--- src/rtl/order_tx_sched.sv ---
// Order frame launch scheduler: round-robin grant, frame watchdog, MsgSeqNum.
// Define ORDER_GAP_EN to insert GAP_CYCLES busy idle cycles after each frame.
module order_tx_sched #(
  parameter int GAP_CYCLES     = 4,
  parameter int TIMEOUT_CYCLES = 8
) (
  input  logic        clk,
  input  logic        resetn,
  input  logic [3:0]  req,
  input  logic        tready,
  input  logic        frame_last,
  input  logic        seq_load,
  input  logic [31:0] seq_init,
  output logic [3:0]  grant,
  output logic [1:0]  sel,
  output logic        pld_enable,
  output logic [31:0] msg_seq_num,
  output logic        busy,
  output logic        timeout_err
);

  typedef enum logic [1:0] {
    IDLE,
    WAIT_LAST,
    GAP
  } state_t;

  // One counter serves both the frame watchdog and the gap timer.
  localparam int CMAX = (TIMEOUT_CYCLES > GAP_CYCLES) ?
                        TIMEOUT_CYCLES : GAP_CYCLES;
  localparam int CW = $clog2(CMAX + 1);

  state_t        state_q, state_d;
  logic [1:0]    ptr_q, ptr_d;
  logic [CW-1:0] cnt_q, cnt_d;
  logic [3:0]    grant_d;
  logic [1:0]    sel_d;
  logic          pld_d;
  logic [31:0]   seq_d;
  logic          busy_d;
  logic          err_d;
  logic          leave;

  logic          win_found;
  logic [1:0]    win_idx;
  logic [1:0]    idx;

  // Round-robin pick: first pending request at or above ptr, wrapping.
  always_comb begin
    win_found = 1'b0;
    win_idx   = ptr_q;
    idx       = '0;
    for (int k = 0; k < 4; k++) begin
      idx = ptr_q + 2'(k);
      if (!win_found && req[idx]) begin
        win_found = 1'b1;
        win_idx   = idx;
      end
    end
  end

  // Next-state and next-output logic; every output is registered below.
  always_comb begin
    state_d = state_q;
    ptr_d   = ptr_q;
    cnt_d   = cnt_q;
    grant_d = '0;
    pld_d   = 1'b0;
    sel_d   = sel;
    seq_d   = msg_seq_num;
    busy_d  = busy;
    err_d   = timeout_err;
    leave   = 1'b0;
    case (state_q)
      IDLE: begin
        if (seq_load) begin
          seq_d = seq_init;
        end else if (win_found && tready) begin
          state_d = WAIT_LAST;
          grant_d = 4'(1) << win_idx;
          sel_d   = win_idx;
          pld_d   = 1'b1;
          busy_d  = 1'b1;
          ptr_d   = win_idx + 2'd1;
          cnt_d   = CW'(1);
        end
      end
      WAIT_LAST: begin
        if (frame_last) begin
          seq_d = msg_seq_num + 32'd1;
          leave = 1'b1;
        end else if (cnt_q == CW'(TIMEOUT_CYCLES)) begin
          err_d = 1'b1;
          leave = 1'b1;
        end else begin
          cnt_d = cnt_q + CW'(1);
        end
      end
      GAP: begin
        if (cnt_q == CW'(GAP_CYCLES)) begin
          state_d = IDLE;
          busy_d  = 1'b0;
        end else begin
          cnt_d = cnt_q + CW'(1);
        end
      end
      default: begin
        state_d = IDLE;
        busy_d  = 1'b0;
      end
    endcase
    if (leave) begin
`ifdef ORDER_GAP_EN
      state_d = GAP;
      cnt_d   = CW'(1);
`else
      state_d = IDLE;
      busy_d  = 1'b0;
`endif
    end
  end

  // State and output registers; reset overrides every other input.
  always_ff @(posedge clk) begin
    if (!resetn) begin
      state_q     <= IDLE;
      ptr_q       <= '0;
      cnt_q       <= '0;
      grant       <= '0;
      sel         <= '0;
      pld_enable  <= 1'b0;
      msg_seq_num <= 32'd1;
      busy        <= 1'b0;
      timeout_err <= 1'b0;
    end else begin
      state_q     <= state_d;
      ptr_q       <= ptr_d;
      cnt_q       <= cnt_d;
      grant       <= grant_d;
      sel         <= sel_d;
      pld_enable  <= pld_d;
      msg_seq_num <= seq_d;
      busy        <= busy_d;
      timeout_err <= err_d;
    end
  end

endmodule

--- config.mk ---
export PLATFORM = sky130hd
export DESIGN_NAME = order_tx_sched
export DESIGN_NICKNAME = d
export VERILOG_FILES = /design/src/rtl/order_tx_sched.sv
export SDC_FILE = /design/constraint.sdc
export NUM_CORES = 1
export LEC_CHECK = 0
export CORE_UTILIZATION = 40
export DETAILED_ROUTE_END_ITERATION = 8
export PLACE_DENSITY = 0.84
export SLEW_MARGIN = 40
export SYNTH_ARGS = -nofsm -noshare
export SYNTH_HDL_FRONTEND = slang
export SYNTH_SLANG_ARGS = --single-unit
--- constraint.sdc ---
create_clock -name clk -period 1.6 [get_ports clk]
set_clock_uncertainty 0.05 [all_clocks]
set_input_delay 0.32 -clock clk [delete_from_list [all_inputs] [get_ports clk]]
set_output_delay 0.32 -clock clk [all_outputs]
set_load 0.005 [all_outputs]
Word level (Yosys, flattened, before mapping)
Index checks and enable logic that the tools add are counted.
W data, S select, Z words.
{"block": "totals", "register_bits": 49}
{"block": "classes", "n_addsub": 6, "order_cmp": 4, "n_eq_ne": 12, "n_shift": 1, "n_mux": 36, "n_bitwise": 6, "n_reduce_logical": 18}
{"cell": "$mux W32", "count": 2}
{"cell": "$pmux W32 S2", "count": 1}
{"cell": "$add A32 B1 Y32 const B", "count": 1}
{"cell": "$mux W4", "count": 5}
{"cell": "$ne A2 B2 Y1 const B", "count": 8}
{"cell": "$mux W1", "count": 15}
{"cell": "$lt A2 B3 Y1 const B", "count": 4}
{"cell": "$mux W2", "count": 6}
{"cell": "$pmux W4 S3", "count": 1}
{"cell": "$reduce_and A3 Y1", "count": 3}
{"cell": "$bmux W1 S2", "count": 4}
{"cell": "$not A1 Y1", "count": 6}
{"cell": "$pmux W2 S3", "count": 1}
{"cell": "$reduce_and A6 Y1", "count": 1}
{"cell": "$add A2 B1 Y2 const B", "count": 2}
{"cell": "$add A2 B2 Y2 const B", "count": 2}
{"cell": "$add A4 B1 Y4 const B", "count": 1}
{"cell": "$eq A4 B3 Y1 const B", "count": 1}
{"cell": "$eq A4 B4 Y1 const B", "count": 1}
{"cell": "$logic_and A1 B1 Y1", "count": 4}
{"cell": "$reduce_and A4 Y1", "count": 1}
{"cell": "$reduce_or A4 Y1", "count": 1}
{"cell": "$shl A1 B2 Y4 const A", "count": 1}
{"cell": "$logic_not A1 Y1", "count": 3}
{"cell": "other kinds (8)", "count": 8}

Depth between registers and ports, before layout
{"block": "depth", "ltp_word": 16, "mapped_depth": 8, "depth_no_buf": 7}

Least setup slack after synthesis
OpenSTA, ideal clock, no wires.
{"block": "synth_path", "kind": "register to register", "from": "register msg_seq_num[0]", "to": "register msg_seq_num[28]", "setup_time_ns": 0.079, "arrival_ns": 1.630, "required_ns": 1.471, "slack_ns": -0.159, "path_stages_with_launch": 7, "n_path_buf": 0, "path_cell_list": "dfxtp_1 -> ha_1 -> and3_1 -> and4bb_4 -> nand4_1 -> or4_1 -> o211ai_1"}
{"block": "synth_via", "elab_chain_cells": 3}
{"item": "start: declaration", "line_no": "17", "rtl": "output logic [31:0] msg_seq_num,"}
{"item": "start signal: assignment", "line_no": "142", "rtl": "msg_seq_num <= seq_d;"}
{"item": "$add A32 B1 Y32", "line_no": "90", "rtl": "seq_d = msg_seq_num + 32'd1;"}
{"item": "$mux W32", "line_no": "89", "rtl": "if (frame_last) begin"}
{"item": "$pmux W32 S2", "line_no": "74", "rtl": "case (state_q)"}
No other way between the ends. The select of a mux whose other input is x is not followed.
A chain may end at the register's enable or synchronous reset.

Worst setup path after layout
{"block": "layout_path", "from": "register msg_seq_num[13]", "to": "register msg_seq_num[27]"}
Same word-level chain as after synthesis.

==> metrics <==
worst hold stages 2; Worst Tran Pin Value 0.386 ns; nets 534; CTS Buf Count 5; antenna diode count 0; port bufs 81; combinational power share 27.4%; pwr/cell area 700 nW/um^2; commonest cells after routing, fill and taps aside buf_4, clkdlybuf4s50_1, nor2_1; fin crit period 1.76 ns; RR Startpoint msg_seq_num[13]$_SDFFE_PN0P_; placed instance count 538; status complete, but fails checks; number of synthesized flops with an enable pin 0; CP Cell Sequence nand4_1 -> and4bb_1 -> buf_6 -> nand3_4 -> or4_4 -> nand3_2; gate count after technology mapping 324; worst hold slack 0.443 ns; Final Max Tran Viols 0; clk slew on worst S/H paths 0.10 ns; placed inst area 4070 um^2; CP arrival 1.97 ns; worst min-delay path startpoint timeout_err$_SDFFE_PN0P_; Pint 2.30 mW; first-pass GRT wire length 14600 um; Fin Setup TNS -1.65 ns; Root Driver clkbuf_8; fill count 441; drt drc 0; critical path's slowest cell or4_4; Detailed Routing Iterations Pass 1 5; synth warn 0; leakage power 2.01 nW; clock share of power 31.7%; average wire per standard cell 18.3 um; Rows 29; gr ovfl total 0; area delta synth->final 74.4%; clock network latency to the later pin of the worst-skew pair 0.32 ns; Non-Filler Instances 568; most common cell after layout, fill and taps aside buf_4; largest net degree at the start of global routing 20; length in cells of the worst reg-to-reg path 6; die width 83.3 um; share of post-route cells with drive strength above 1 37.9%; Util after Layout 72.6%; remaining antenna violation count 0; die area 6940 um^2; design area 4610 um^2; Hold-fix buffers, CTS 0; detailed placement HPWL 6200 um; Achievable Freq 568 MHz; CP required 1.81 ns; IR drop worst, VDD 0.000490 V; Setup Crit Path Kind reg2reg; Final WS setup -0.161 ns; Iteration-0 DRC Markers 258; Hold Fails Final Rpt 0; DP Worst Slack -0.413 ns; maximum buffer depth of the clock tree 2; HP Class reg2reg; Main synth FF type dfxtp_1; Slew Limit Headroom 74.3%; vias in the first global route 3012; Seq/Total Area, Yosys 35.6%; crit-path max cell delay 0.42 ns; Die Y 83.3 um; TritonCTS Sinks 47; Yosys reg bits 47; CTS tree built; GRT Resource Usage Total 26.3%; synth unique cells 53; routed vias/inst 5.96; R2R setup slack -0.16 ns; final worst-path cycle share 110%; H-tree depth 2; Routed Wire Length 10400 um; Setup crit start kind register; Mapped Nets 368; RSZ-0062 raised after global routing true; DR vias 3388; core area 6350 um^2; net switching power 0.927 mW; asr flop ratio synth 0%; IO Pins 82; setup violators final 21; gpl congestion 0.884; Flop pwr share 40.9%; RR Endpoint msg_seq_num[27]$_SDFFE_PN0P_; Post-Syn Area 2640 um^2; CP endpoint kind register; Max-Cap Viols 0; Final Power 3.23 mW; Sw Share 28.7%; Mean Syn Cell Area 8.16 um^2; Crit Path Max Fanout 7; starting density of the core 41.6%; violated checks setup timing; Worst Hold Path EP timeout_err$_SDFFE_PN0P_; initial antenna violation count 0
-- how the worst max path moves through the flow --
stage,cells after the start,to,startpoint,slack (ns)
after floorplan,6,msg_seq_num[28]$_SDFFE_PN0P_,msg_seq_num[0]$_SDFFE_PN1P_,-0.04
after global placement,6,msg_seq_num[18]$_SDFFE_PN0P_,frame_last,-0.35
after detailed placement,6,sel[1]$_SDFFE_PN0P_,req[0],-0.41
after CTS,6,msg_seq_num[28]$_SDFFE_PN0P_,msg_seq_num[0]$_SDFFE_PN1P_,-0.11
after global routing,5,msg_seq_num[28]$_SDFFE_PN0P_,msg_seq_num[13]$_SDFFE_PN0P_,-0.25
final,6,msg_seq_num[27]$_SDFFE_PN0P_,msg_seq_num[13]$_SDFFE_PN0P_,-0.16
-- synthesized netlist by cell type, types with 6 or more instances --
cell      count  area [um^2]
and3_1       15         93.8
nor3_1       11         55.1
clkbuf_1     15         56.3
inv_1         8         30.0
mux2i_1       9         90.1
nand2_1      19         71.3
o21ai_0      18         90.1
dfxtp_1      47          941
nand4_1      12         75.1
o21ai_1       6         30.0
a211oi_1     11         82.6
nor2_1       34          128
mux2_2        6         67.6
nand3_1      12         60.1
a21oi_1      22          110
-- worst max-delay path, delay by kind of cell, from the launching register on --
kind	cells	cell delay, ns
buffers and inverters	1	0.16
AND/OR/NAND/NOR	5	1.14
flip-flops	1	0.34
-- final cells by class --
type | count | area, um^2 | area share (%)
inverter | 8 | 30.0 | 0.651
clock buffer | 6 | 93.8 | 2.03
sequential | 47 | 987 | 21.4
tap | 77 | 96.3 | 2.09
clock inverter | 2 | 36.3 | 0.787
multi-input combinational | 247 | 1790 | 38.9
timing repair buffer | 181 | 1570 | 34.1
-- sequential cells by signal, summed over array words and instances (netlist names) --
signal       flops
timeout_err      1
sel              2
grant            4
msg_seq_num     32
ptr_q            2
cnt_q            4
pld_enable       1
busy             1
-- power groups by stage --
stage,combinational [mW],sequential (mW),clock [mW]
floorplan,0.285,1.36,0
global route,0.944,1.33,1.07
global placement,0.787,1.33,0
CTS,0.816,1.31,1.01
finish,0.885,1.32,1.02
detailed placement,0.809,1.33,0
-- what timing repair did --
item,4_1_cts,5_1_grt
pin swaps,13,18
resized for setup,81,35
hold endpoints to repair,0,0
setup buffers,8,14
endpoints found under the setup margin,54,35
-- per-layer routing --
metal | vias up | global-route usage (%) | wire length (um)
met4 | 0 | 10.2 | 365
met3 | 41 | 4.77 | 910
li1 | 1534 | - | -
met1 | 1598 | 32.5 | 4180
met5 | - | 0 | 0
met2 | 215 | 45.2 | 4930
-- cells by family after synthesis --
logic type / synth area share, %
AOI/OAI and AO/OA: 21.8
DFF: 35.6
adders and majority gates: 1.42
xor gates and xnor gates: 2.65
buffers and inverters: 4.97
muxes: 7.24
and+or+nand+nor: 26.3
(Power assumes the default switching activity.)
